$ cat src/rtl/diff_freq_tick_gen_if.sv
// rtl/diff_freq_tick_gen_if.sv - control, divisor and tick signals of the per-bit tick generator
interface diff_freq_tick_gen_if #(
  parameter int DATA_BIT  = 16,
  parameter int DIV_WIDTH = 16
);
  logic                 i_start;
  logic                 i_stop;
  logic                 i_repeat;
  logic [DATA_BIT-1:0]  i_freq_sel;
  logic [DIV_WIDTH-1:0] i_high_div;
  logic [DIV_WIDTH-1:0] i_low_div;
  logic                 i_bit_tick;
  logic                 o_tick;
  logic                 o_busy;
  logic                 o_done_tick;
  logic                 o_sync_err;

  modport slave (
    input  i_start, i_stop, i_repeat, i_freq_sel, i_high_div, i_low_div, i_bit_tick,
    output o_tick, o_busy, o_done_tick, o_sync_err
  );

  modport master (
    output i_start, i_stop, i_repeat, i_freq_sel, i_high_div, i_low_div, i_bit_tick,
    input  o_tick, o_busy, o_done_tick, o_sync_err
  );
endinterface

$ cat src/rtl/diff_freq_tick_gen.sv
// rtl/diff_freq_tick_gen.sv - per-bit high/low rate baud tick generator with bit-alignment check
module diff_freq_tick_gen #(
  parameter int DATA_BIT     = 16,
  parameter int TICK_PER_BIT = 16,
  parameter int DIV_WIDTH    = 16
) (
  input  logic                 clk,
  input  logic                 rst_n,
  diff_freq_tick_gen_if.slave  bus
);
  typedef enum logic [1:0] {IDLE, RUN, WRAP} state_t;

  state_t               state, state_d;
  logic [DATA_BIT-1:0]  sel_sh;
  logic [DIV_WIDTH-1:0] hdiv_sh, ldiv_sh;
  logic [DIV_WIDTH-1:0] presc;
  logic [7:0]           tcnt;
  logic [5:0]           bidx;
  logic                 exp_bt;
  logic                 err;

  logic                 sel_bit;
  logic [DIV_WIDTH-1:0] cur_div;
  logic                 tick;
  logic                 last_tick;
  logic                 last_bit;
  logic                 load;
  logic                 advance;

  // Mask-and-reduce keeps every bit of bidx in use without an oversized index.
  assign sel_bit   = |(sel_sh & (DATA_BIT'(1) << bidx));
  assign cur_div   = sel_bit ? hdiv_sh : ldiv_sh;
  assign tick      = (state == RUN) && (presc == cur_div);
  assign last_tick = (tcnt == 8'(TICK_PER_BIT - 1));
  assign last_bit  = (bidx == 6'(DATA_BIT - 1));
  assign advance   = (state == RUN) && !bus.i_stop;

  always_ff @(posedge clk or negedge rst_n) begin
    if (!rst_n) state <= IDLE;
    else        state <= state_d;
  end

  always_comb begin
    state_d = state;
    load    = 1'b0;
    case (state)
      IDLE: begin
        if (bus.i_start) begin
          state_d = RUN;
          load    = 1'b1;
        end
      end
      RUN: begin
        if (bus.i_stop)                        state_d = IDLE;
        else if (tick && last_tick && last_bit) state_d = WRAP;
      end
      WRAP: begin
        // Stop is not looked at here, matching the serial stage's DONE state.
        if (bus.i_repeat) begin
          state_d = RUN;
          load    = 1'b1;
        end else begin
          state_d = IDLE;
        end
      end
      default: state_d = IDLE;
    endcase
  end

  always_ff @(posedge clk or negedge rst_n) begin
    if (!rst_n) begin
      sel_sh  <= '0;
      hdiv_sh <= '0;
      ldiv_sh <= '0;
      presc   <= '0;
      tcnt    <= '0;
      bidx    <= '0;
      exp_bt  <= 1'b0;
      err     <= 1'b0;
    end else begin
      exp_bt <= 1'b0;
      if (bus.i_bit_tick != exp_bt) err <= 1'b1;
      if (load) begin
        sel_sh  <= bus.i_freq_sel;
        hdiv_sh <= bus.i_high_div;
        ldiv_sh <= bus.i_low_div;
        presc   <= '0;
        tcnt    <= '0;
        bidx    <= '0;
      end else if (advance) begin
        if (!tick) begin
          presc <= presc + DIV_WIDTH'(1);
        end else begin
          presc <= '0;
          if (last_tick) begin
            tcnt   <= '0;
            exp_bt <= 1'b1;
            if (!last_bit) bidx <= bidx + 6'd1;
          end else begin
            tcnt <= tcnt + 8'd1;
          end
        end
      end
      if (state == IDLE && bus.i_start) err <= 1'b0;
    end
  end

  assign bus.o_tick      = tick;
  assign bus.o_busy      = (state != IDLE);
  assign bus.o_done_tick = (state == WRAP);
  assign bus.o_sync_err  = err;
endmodule

$ cat src/flat_wrapper.sv
// flat-port wrapper written by rule: the top's interface ports become plain ports
module diff_freq_tick_gen_flat 
#(
  parameter int DATA_BIT     = 16,
  parameter int TICK_PER_BIT = 16,
  parameter int DIV_WIDTH    = 16
)
  (clk, rst_n, bus_i_start, bus_i_stop, bus_i_repeat, bus_i_freq_sel, bus_i_high_div, bus_i_low_div, bus_i_bit_tick, bus_o_tick, bus_o_busy, bus_o_done_tick, bus_o_sync_err);
  diff_freq_tick_gen_if #(.DATA_BIT(DATA_BIT), .DIV_WIDTH(DIV_WIDTH)) bus_i ();
  input  logic clk;
  input  logic rst_n;
  input wire logic [$bits(bus_i.i_start)-1:0] bus_i_start;
  input wire logic [$bits(bus_i.i_stop)-1:0] bus_i_stop;
  input wire logic [$bits(bus_i.i_repeat)-1:0] bus_i_repeat;
  input wire logic [$bits(bus_i.i_freq_sel)-1:0] bus_i_freq_sel;
  input wire logic [$bits(bus_i.i_high_div)-1:0] bus_i_high_div;
  input wire logic [$bits(bus_i.i_low_div)-1:0] bus_i_low_div;
  input wire logic [$bits(bus_i.i_bit_tick)-1:0] bus_i_bit_tick;
  output wire logic [$bits(bus_i.o_tick)-1:0] bus_o_tick;
  output wire logic [$bits(bus_i.o_busy)-1:0] bus_o_busy;
  output wire logic [$bits(bus_i.o_done_tick)-1:0] bus_o_done_tick;
  output wire logic [$bits(bus_i.o_sync_err)-1:0] bus_o_sync_err;
  assign bus_i.i_start = bus_i_start;
  assign bus_i.i_stop = bus_i_stop;
  assign bus_i.i_repeat = bus_i_repeat;
  assign bus_i.i_freq_sel = bus_i_freq_sel;
  assign bus_i.i_high_div = bus_i_high_div;
  assign bus_i.i_low_div = bus_i_low_div;
  assign bus_i.i_bit_tick = bus_i_bit_tick;
  assign bus_o_tick = bus_i.o_tick;
  assign bus_o_busy = bus_i.o_busy;
  assign bus_o_done_tick = bus_i.o_done_tick;
  assign bus_o_sync_err = bus_i.o_sync_err;
  diff_freq_tick_gen #(.DATA_BIT(DATA_BIT), .TICK_PER_BIT(TICK_PER_BIT), .DIV_WIDTH(DIV_WIDTH)) u_core (.clk(clk), .rst_n(rst_n), .bus(bus_i));
endmodule
$ cat config.mk
export PLATFORM = sky130hd
export DESIGN_NAME = diff_freq_tick_gen_flat
export DESIGN_NICKNAME = d
export VERILOG_FILES = /design/src/rtl/diff_freq_tick_gen_if.sv /design/src/rtl/diff_freq_tick_gen.sv /design/src/flat_wrapper.sv
export SDC_FILE = /design/constraint.sdc
export NUM_CORES = 1
export LEC_CHECK = 0
export BUFFER_PORTS_ARGS = -buffer_cell sky130_fd_sc_hd__buf_4
export CAP_MARGIN = 5
export CORE_MARGIN = 2
export CORE_UTILIZATION = 54
export CTS_BUF_LIST = sky130_fd_sc_hd__clkbuf_2
export DETAILED_ROUTE_END_ITERATION = 10
export GPL_ROUTABILITY_DRIVEN = 0
export PLACE_DENSITY = 0.79
export SKIP_CTS_REPAIR_TIMING = 1
export SLEW_MARGIN = 20
export SYNTH_ARGS = -nofsm -noshare
export SYNTH_HDL_FRONTEND = slang
export SYNTH_SLANG_ARGS = --single-unit
$ cat constraint.sdc
create_clock -name clk -period 2.7 [get_ports clk]
set_input_delay 0.27 -clock clk [delete_from_list [all_inputs] [get_ports clk]]
set_output_delay 0.27 -clock clk [all_outputs]
set_load 0.005 [all_outputs]
Word level (Yosys, flattened, before mapping)
Cells that the tools add are included.

storage, ports and cells
  memory bits (writable) = 0
  bits in read-only memories = 0
  bits in latches = 0
  register bits after elaboration = 82
  input port bits = 54
  memories = 0
  output and inout port bits = 4
  logic and storage cells = 66

operators by class
  order comparisons = 0
  div/mod/pow operators = 0
  reduce and logical (&&, ||, !) cells = 16
  shift-type cells = 1
  equality and inequality tests = 9
  $add $sub $neg = 3
  bitwise gates (word level) = 1
  muxes and demuxes = 27
  $mul = 0

operators by type and width
  kind                                                                number
  16-bit 2-to-1 mux                                                   4
  8-bit 2-to-1 mux                                                    4
  6-bit 2-to-1 mux                                                    5
  16-bit by 1-bit adder with 16-bit output, second input constant     1
  16-bit AND                                                          1
  16-bit == test                                                      1
  16-bit OR reduction                                                 1
  1-bit by 6-bit left shift with 16-bit output, first input constant  1
  2-bit nonzero test                                                  5
  1-bit 2-to-1 mux                                                    9
  8-bit by 1-bit adder with 8-bit output, second input constant       1
  8-bit by 4-bit == test with 1-bit output, second input constant     1
  6-bit by 1-bit adder with 6-bit output, second input constant       1
  6-bit by 4-bit == test with 1-bit output, second input constant     1
  2-bit 2-to-1 mux                                                    3
  2-bit one-hot mux with 3 select lines                               1
  1-bit logical AND                                                   5
  2-bit != test, second input constant                                2
  2-bit AND reduction                                                 2
  4-bit AND reduction                                                 1
  3-bit != test, second input constant                                1
  2-bit by 1-bit == test with 1-bit output, second input constant     1
  2-bit == test, second input constant                                1
  2-bit zero test                                                     1
  3 further kinds                                                     3

Logic depth before layout (Yosys ltp)
Gate-level depths: netlist of the first run.

  word-level depth = 11
  depth in mapped cells = 10
  gate-level depth less buffers = 9

Worst setup path before layout of the first run
No wires, ideal clock.

  kind = register -> register
  from = reg u_core.bidx[0]
  to = reg u_core.tcnt[5]
  cell stages (with the launch flop) = 10
  required time = 2.622 ns
  data arrival time = 2.609 ns
  library setup time = 0.078 ns
  slack = 0.013 ns
  path buffers = 1
  period minus slack after synthesis = 2.687 ns
  cells stage by stage = dfrtp_1 buf_2 or3b_1 a21o_1 a31oi_1 o21a_2 mux2i_4 nand4_4 or4_1 a21oi_1

between the ends
  longest elaborated chain between the ends = 8

RTL lines
  element                                       RTL line                   source
  start: declaration                            diff_freq_tick_gen.sv:18   logic [5:0] bidx;
  start signal: assignment                      diff_freq_tick_gen.sv:98   if (!last_bit) bidx <= bidx + 6'd1;
  1-bit by 6-bit left shift with 16-bit output  diff_freq_tick_gen.sv:31   assign sel_bit = |(sel_sh & (DATA_BIT'(1) << bidx));
  16-bit AND                                    diff_freq_tick_gen.sv:31
  16-bit OR reduction                           diff_freq_tick_gen.sv:31
  16-bit 2-to-1 mux                             diff_freq_tick_gen.sv:32   assign cur_div = sel_bit ? hdiv_sh : ldiv_sh;
  16-bit == test                                diff_freq_tick_gen.sv:33   assign tick = (state == RUN) && (presc == cur_div);
  1-bit logical AND                             diff_freq_tick_gen.sv:33
  2-bit nonzero test (no line)                  --
  2-bit AND reduction (no line)                 --
  end signal: assignment                        diff_freq_tick_gen.sv:100  tcnt <= tcnt + 8'd1;
  end: declaration                              diff_freq_tick_gen.sv:17   logic [7:0] tcnt;

No other way between the ends.
A chain may end at the register's enable or synchronous reset.

Final worst setup path of the first run
  from = reg u_core.presc[6]
  to = out bus_o_tick

between the ends
  longest elaborated chain between the ends = 2

RTL lines
  element                   RTL line                  source
  start: declaration        diff_freq_tick_gen.sv:16  logic [DIV_WIDTH-1:0] presc;
  start signal: assignment  diff_freq_tick_gen.sv:92  presc <= presc + DIV_WIDTH'(1);
  16-bit == test            diff_freq_tick_gen.sv:33
  1-bit logical AND         diff_freq_tick_gen.sv:33
  end: declaration          flat_wrapper.sv:19        output wire logic [$bits(bus_i.o_tick)-1:0] bus_o_tick;

No other way between the ends.

==> results of run 1 <==
==> metal layers <==
metal | global-route usage | part of all wire | vias to the layer above
met5 | 0 | 0 | -
met4 | 0.07598 | 0.028 | 0
met3 | 0.03499 | 0.067 | 39
met2 | 0.3777 | 0.49 | 177
met1 | 0.3615 | 0.42 | 2004
li1 | - | - | 1899
==> logic make-up (layout without fill, tap and decap cells) <==
logic type                 after synthesis  in the layout  share of synthesized area
DFF                                     82             82                     0.4839
and+or+nand+nor                        251            251                     0.2670
AOI/OAI and AO/OA                       74             74                     0.1133
xor gates and xnor gates                25             25                    0.05164
adders and majority gates                3              3                   0.008853
muxes                                   11             11                    0.03216
buffers and inverters                   46            172                    0.04308
==> cells in the final DEF, fill, tap and decap left out, types with 12 or more instances in the layout <==
master         count
buf_4             85
dfrtp_1           80
dlygate4sd3_1     50
inv_1             14
nand2_1          160
nand3_1           13
nor2_1            18
o21ai_0           12
o21ai_1           15
xnor2_1           13
xor2_1            12
==> sequential cells by signal (all words and copies together), names as in the netlist <==
signal,flops
u_core.bus.o_sync_err,1
u_core.exp_bt,1
u_core.state,2
u_core.sel_sh,16
u_core.bidx,6
u_core.presc,16
u_core.ldiv_sh,16
u_core.tcnt,8
u_core.hdiv_sh,16
==> stage by stage <==
step	power, W	TNS [ns]	cells	utilization	instance area [µm²]
after floorplan	0.001854	0	492	-	4240
after global placement	0.002056	-0.005230	644	0.6351	4857
after detailed placement	0.002083	-0.5045	644	0.6351	4857
after CTS	0.002710	-1.546	660	0.6492	4965
after global routing	0.002961	-3.250	720	0.7381	5644
final	0.002822	-1.397	720	0.7381	5644
==> power by group through the flow <==
stage	sequential [W]	clock (W)	combinational (W)
2_1_floorplan	0.00150	0	0.000354
3_3_place_gp	0.00154	0	0.000521
3_5_place_dp	0.00154	0	0.000542
4_1_cts	0.00152	0.000645	0.000547
5_1_grt	0.00154	0.000691	0.000728
6_report	0.00153	0.000632	0.000659
==> layout make-up <==
class	instances	area [µm²]
repair buffers	141	1206
fillers	499	2003
inverters	15	56.30
clock inverters	6	57.56
flip-flops and latches	82	2054
well taps	102	127.6
clock buffers	10	50.05
multi-input cells	364	2092
==> worst max-delay path: cells and delay by family (launching register included) <==
family / cells / cell delay, ns
AO/OA/AOI/OAI: 2 / 0.70
flip-flops: 1 / 0.61
AND/OR/NAND/NOR: 2 / 0.45
buffers and inverters: 3 / 0.31
multiplexers: 1 / 0.22
==> worst max-delay path by stage <==
stage	startpoint	slack, ns	end
2_1_floorplan	u_core.bidx[0]$_DFFE_PN0P_	0.01	u_core.tcnt[5]$_DFFE_PN0P_
3_3_place_gp	u_core.bidx[1]$_DFFE_PN0P_	-0.003	u_core.tcnt[5]$_DFFE_PN0P_
6_report	u_core.presc[6]$_DFFE_PN0N_	-0.34	bus_o_tick
5_1_grt	u_core.bidx[0]$_DFFE_PN0P_	-0.52	bus_o_tick
3_5_place_dp	u_core.bidx[1]$_DFFE_PN0P_	-0.1	u_core.bidx[3]$_DFFE_PN0P_
4_1_cts	u_core.bidx[1]$_DFFE_PN0P_	-0.53	bus_o_tick
==> run metrics, run 1 <==
status=finished, violations left; Synth area leader=dfrtp_1; final worst slack=-0.3379 ns; total track usage=0.2448; vias in the first global route=3461; largest net degree at the start of global routing=83; clock sinks=82; Worst path max stage delay=0.61 ns; Placeable Area=7647 µm²; cell internal pwr=0.001912 W; WP data arrival=2.77 ns; port bufs=57; CTS tree=done; MaxCap Viol Count=0; I/O pin count=58; final net count=670; Mapped Area=4240 µm²; synth-to-layout area growth=33.11%; clock power share=0.224; vias per inst=5.721; Root Driver=clkbuf_2; Finish-stage setup viols=12; critical path launch point type=flop; Die Span Y=92.62 µm; Vias=4119; pre-CTS setup slack=-0.09708 ns; failing checks=setup timing; initial antenna violation count=0; grt total ovfl=0; first-pass GRT wire length=16650 µm; cts bufs inserted=9; diode count=0; H-tree depth=3; Synth Instances=492; Final HPWL DP=6896 µm; Main synth FF type=dfrtp_1; Reg2Reg Setup Slack=-0.19 ns; initial core utilization=0.5545; Clock Skew=0.03406 ns; 1st-iter DRT viols=286; Flop pwr share=0.542; Worst R2R Start=u_core.bidx[0]$_DFFE_PN0P_; fraction of layout cells with a size suffix above 1=0.2184; RSZ-0062 raised after global routing=true; Fin Hold WS=0.03927 ns; Tmin final=3.038 ns; top-count cell post-synth=nand2_1; EDFF count, synth=0; Detailed Route WL=11890 µm; CTS max path bufs=2; antenna viol nets, final=0; FFs w/ async S/R, synth=1.000; Pre-Repair DR Iteration Count=6; period utilisation layout=1.125; Gate power share=0.234; Slew headroom=0.5114; die footprint=8578 µm²; wire length per cell=16.51 µm; drt drc=0; Synth Register Bits=82; worst hold endpoint=u_core.bus.o_sync_err$_DFFE_PN0P_; Fin. Hold Viols=0; switching share of power=0.3223; CP Capture Type=output pin; PwrDens=500.0 nW/µm²; top-area cell type share of the netlist area=0.4839; Worst Reg-to-Reg Cells=11; row cnt=32; Slowest-stage cell, CP=dfrtp_1; slew of the pin with the lowest slew margin=0.7330 ns; Synthesized Nets=549; Clk Latency, worst-skew pair=0.51 ns; top post-synthesis cells by count=nand2_1, dfrtp_1, clkbuf_1; top cells by area, synth=dfrtp_1, nand2_1, xnor2_1; Avg Inst Size Synth=8.619 µm²; Max Freq=0.3292 GHz; critical path class=reg -> out; synth warn=0; worst vdd ir=0.3556 mV; CP required=2.43 ns; Crit Path Max Fanout=9; register area share after synthesis=0.4839; NetSw=0.0009096 W; Pleak=2.624 nW; crit-path cells=o22ai_1 -> a2111oi_0 -> nand4_1 -> mux2i_4 -> nand4_1 -> buf_6 -> inv_2 -> buf_6; worst hold stages=4; Clock transition at path regs=0.21 ns; Final Max Tran Viols=0; HP Class=in -> reg; hold_sp=bus_i_bit_tick; die boundary width=92.62 µm; FF-to-FF End=u_core.tcnt[7]$_DFFE_PN0P_; Netlist cell types=51
No activity file was read; power rests on OpenSTA's default activity.
==> inputs of run 2 (changes only) <==
--- a/config.mk
+++ b/config.mk
@@ -5,8 +5,10 @@
 export SDC_FILE = /design/constraint.sdc
 export NUM_CORES = 1
 export LEC_CHECK = 0
+export ABC_CLOCK_PERIOD_IN_PS = 2700
 export BUFFER_PORTS_ARGS = -buffer_cell sky130_fd_sc_hd__buf_4
 export CAP_MARGIN = 5
+export CORE_ASPECT_RATIO = 1.5
 export CORE_MARGIN = 2
 export CORE_UTILIZATION = 54
 export CTS_BUF_LIST = sky130_fd_sc_hd__clkbuf_2
==> run 2 against run 1 <==
Net effect: the run ends with hold timing, setup timing left; power decreased by 0.36%; clock-buffer cell count did not move; maximum frequency decreased by 4.9%; non-clock buffer count up 1; clock power decreased by 2%; design area up 2.7%; core utilization increased by 2.3 points; clock skew fell by 0.0071 ns; critical endpoint unchanged; largest cell class unchanged.
==> run metrics, run 2 (synthesis gave the netlist of run 1 again) <==
status=finished, violations left; failing checks=hold timing, setup timing; period utilisation layout=1.183; Clk Latency, worst-skew pair=0.53 ns; Fin. Hold Viols=1; Final Max Tran Viols=0; H-tree depth=3; Detailed Route WL=12120 µm; CP required=2.43 ns; clock power share=0.221; slew of the pin with the lowest slew margin=0.7318 ns; FILL cells=535; synth-to-layout area growth=36.71%; diode count=0; vias per inst=5.674; total track usage=0.2447; pre-CTS setup slack=-0.1337 ns; WP data arrival=2.92 ns; first-pass GRT wire length=16710 µm; cell internal pwr=0.001907 W; final net count=672; wire length per cell=16.81 µm; NetSw=0.0009051 W; row cnt=39; Pleak=2.687 nW; 1st-iter DRT viols=494; Fin Hold WS=-0.005635 ns; final worst slack=-0.4943 ns; most common cell after layout, fill and taps aside=nand2_1; Slew headroom=0.5121; Root Driver=clkbuf_2; switching share of power=0.3219; Placeable Area=7612 µm²; vias in the first global route=3703; Final TNS setup=-2.075 ns; Gate power share=0.237; fraction of layout cells with a size suffix above 1=0.2407; critical path launch point type=flop; CTS max path bufs=2; Power Total=0.002812 W; PwrDens=485.0 nW/µm²; MaxCap Viol Count=0; largest net degree at the start of global routing=83; Finish-stage setup viols=22; Pre-Repair DR Iteration Count=6; initial core utilization=0.5570; die boundary width=76.36 µm; placement-stage cell area=4865 µm²; CP Capture Type=output pin; grt total ovfl=0; Final HPWL DP=7120 µm; drt drc=0; clock sinks=82; Tmin final=3.194 ns; initial antenna violation count=0; Clock Skew=0.02698 ns; RSZ-0062 raised after global routing=true; commonest non-fill, non-tap cells in the layout=nand2_1, buf_4, dfrtp_1; worst vdd ir=0.3914 mV; Die Span Y=112.5 µm; Clock transition at path regs=0.22 ns; antenna viol nets, final=0; die footprint=8592 µm²; Finished Cell Area=5797 µm²; Vias=4091; Max Freq=0.3131 GHz; I/O pin count=58; CTS tree=done; Flop pwr share=0.542; critical path class=reg -> out; Crit Path Max Fanout=6; port bufs=57; cts bufs inserted=9; HP Class=in -> reg
-- run 2: final timing paths --
path,start,endpoint,slack [ns],cells after the start
setup / recovery,u_core.bidx[0]$_DFFE_PN0P_,bus_o_tick,-0.49,10
hold / removal,bus_i_bit_tick,u_core.bus.o_sync_err$_DFFE_PN0P_,-0.006,4
setup reg to reg,u_core.bidx[0]$_DFFE_PN0P_,u_core.tcnt[7]$_DFFE_PN0P_,-0.16,9
hold reg to reg,u_core.sel_sh[5]$_DFFE_PN0P_,u_core.sel_sh[5]$_DFFE_PN0P_,0.51,2
max in group asynchronous,rst_n,u_core.bidx[2]$_DFFE_PN0P_,1.83,2
min in group asynchronous,rst_n,u_core.presc[3]$_DFFE_PN0N_,0.31,2
-- run 2: layer usage --
layer,global-route usage,vias up,part of all wire
met2,0.4230,145,0.54
met4,0.1236,0,0.043
met5,0,-,0
met3,0.05064,50,0.040
met1,0.2879,1986,0.38
li1,-,1910,-
-- run 2: layout make-up --
cell class                 instances  area, µm²  share of cell area
tap                              102      127.6             0.02202
clock buffer                      10      50.05            0.008634
clock inverter                     5      46.29            0.007986
multi-input combinational        365       2218              0.3827
inverter                          15      56.30            0.009713
sequential                        82       2056              0.3546
timing repair buffer             142       1242              0.2143
-- run 2: power by group through the flow --
stage / logic [W] / registers (W) / clock network, W
finish: 0.000666 / 0.00152 / 0.000622
global route: 0.000737 / 0.00154 / 0.000681
CTS: 0.000548 / 0.00152 / 0.000623
detailed placement: 0.000545 / 0.00154 / 0
global placement: 0.000525 / 0.00154 / 0
floorplan: 0.000354 / 0.00150 / 0
-- run 2: metrics by stage --
step	hold WS, ns	utilization	std cells
3_3_place_gp	0.4494	0.6391	645
4_1_cts	-0.1538	0.6517	660
2_1_floorplan	-0.02559	-	492
5_1_grt	0.004111	0.7615	721
3_5_place_dp	0.4538	0.6391	645
6_report	-0.005635	0.7615	721
-- run 2: critical path, stage by stage (launching register included) --
cell and delay (ns):
dfrtp_1 0.47, mux2i_1 0.14, or4_4 0.44, a41oi_4 0.26, o21a_4 0.22, mux2i_4 0.29
buf_6 0.13, nand4_1 0.13, buf_6 0.18, inv_1 0.05, buf_4 0.09
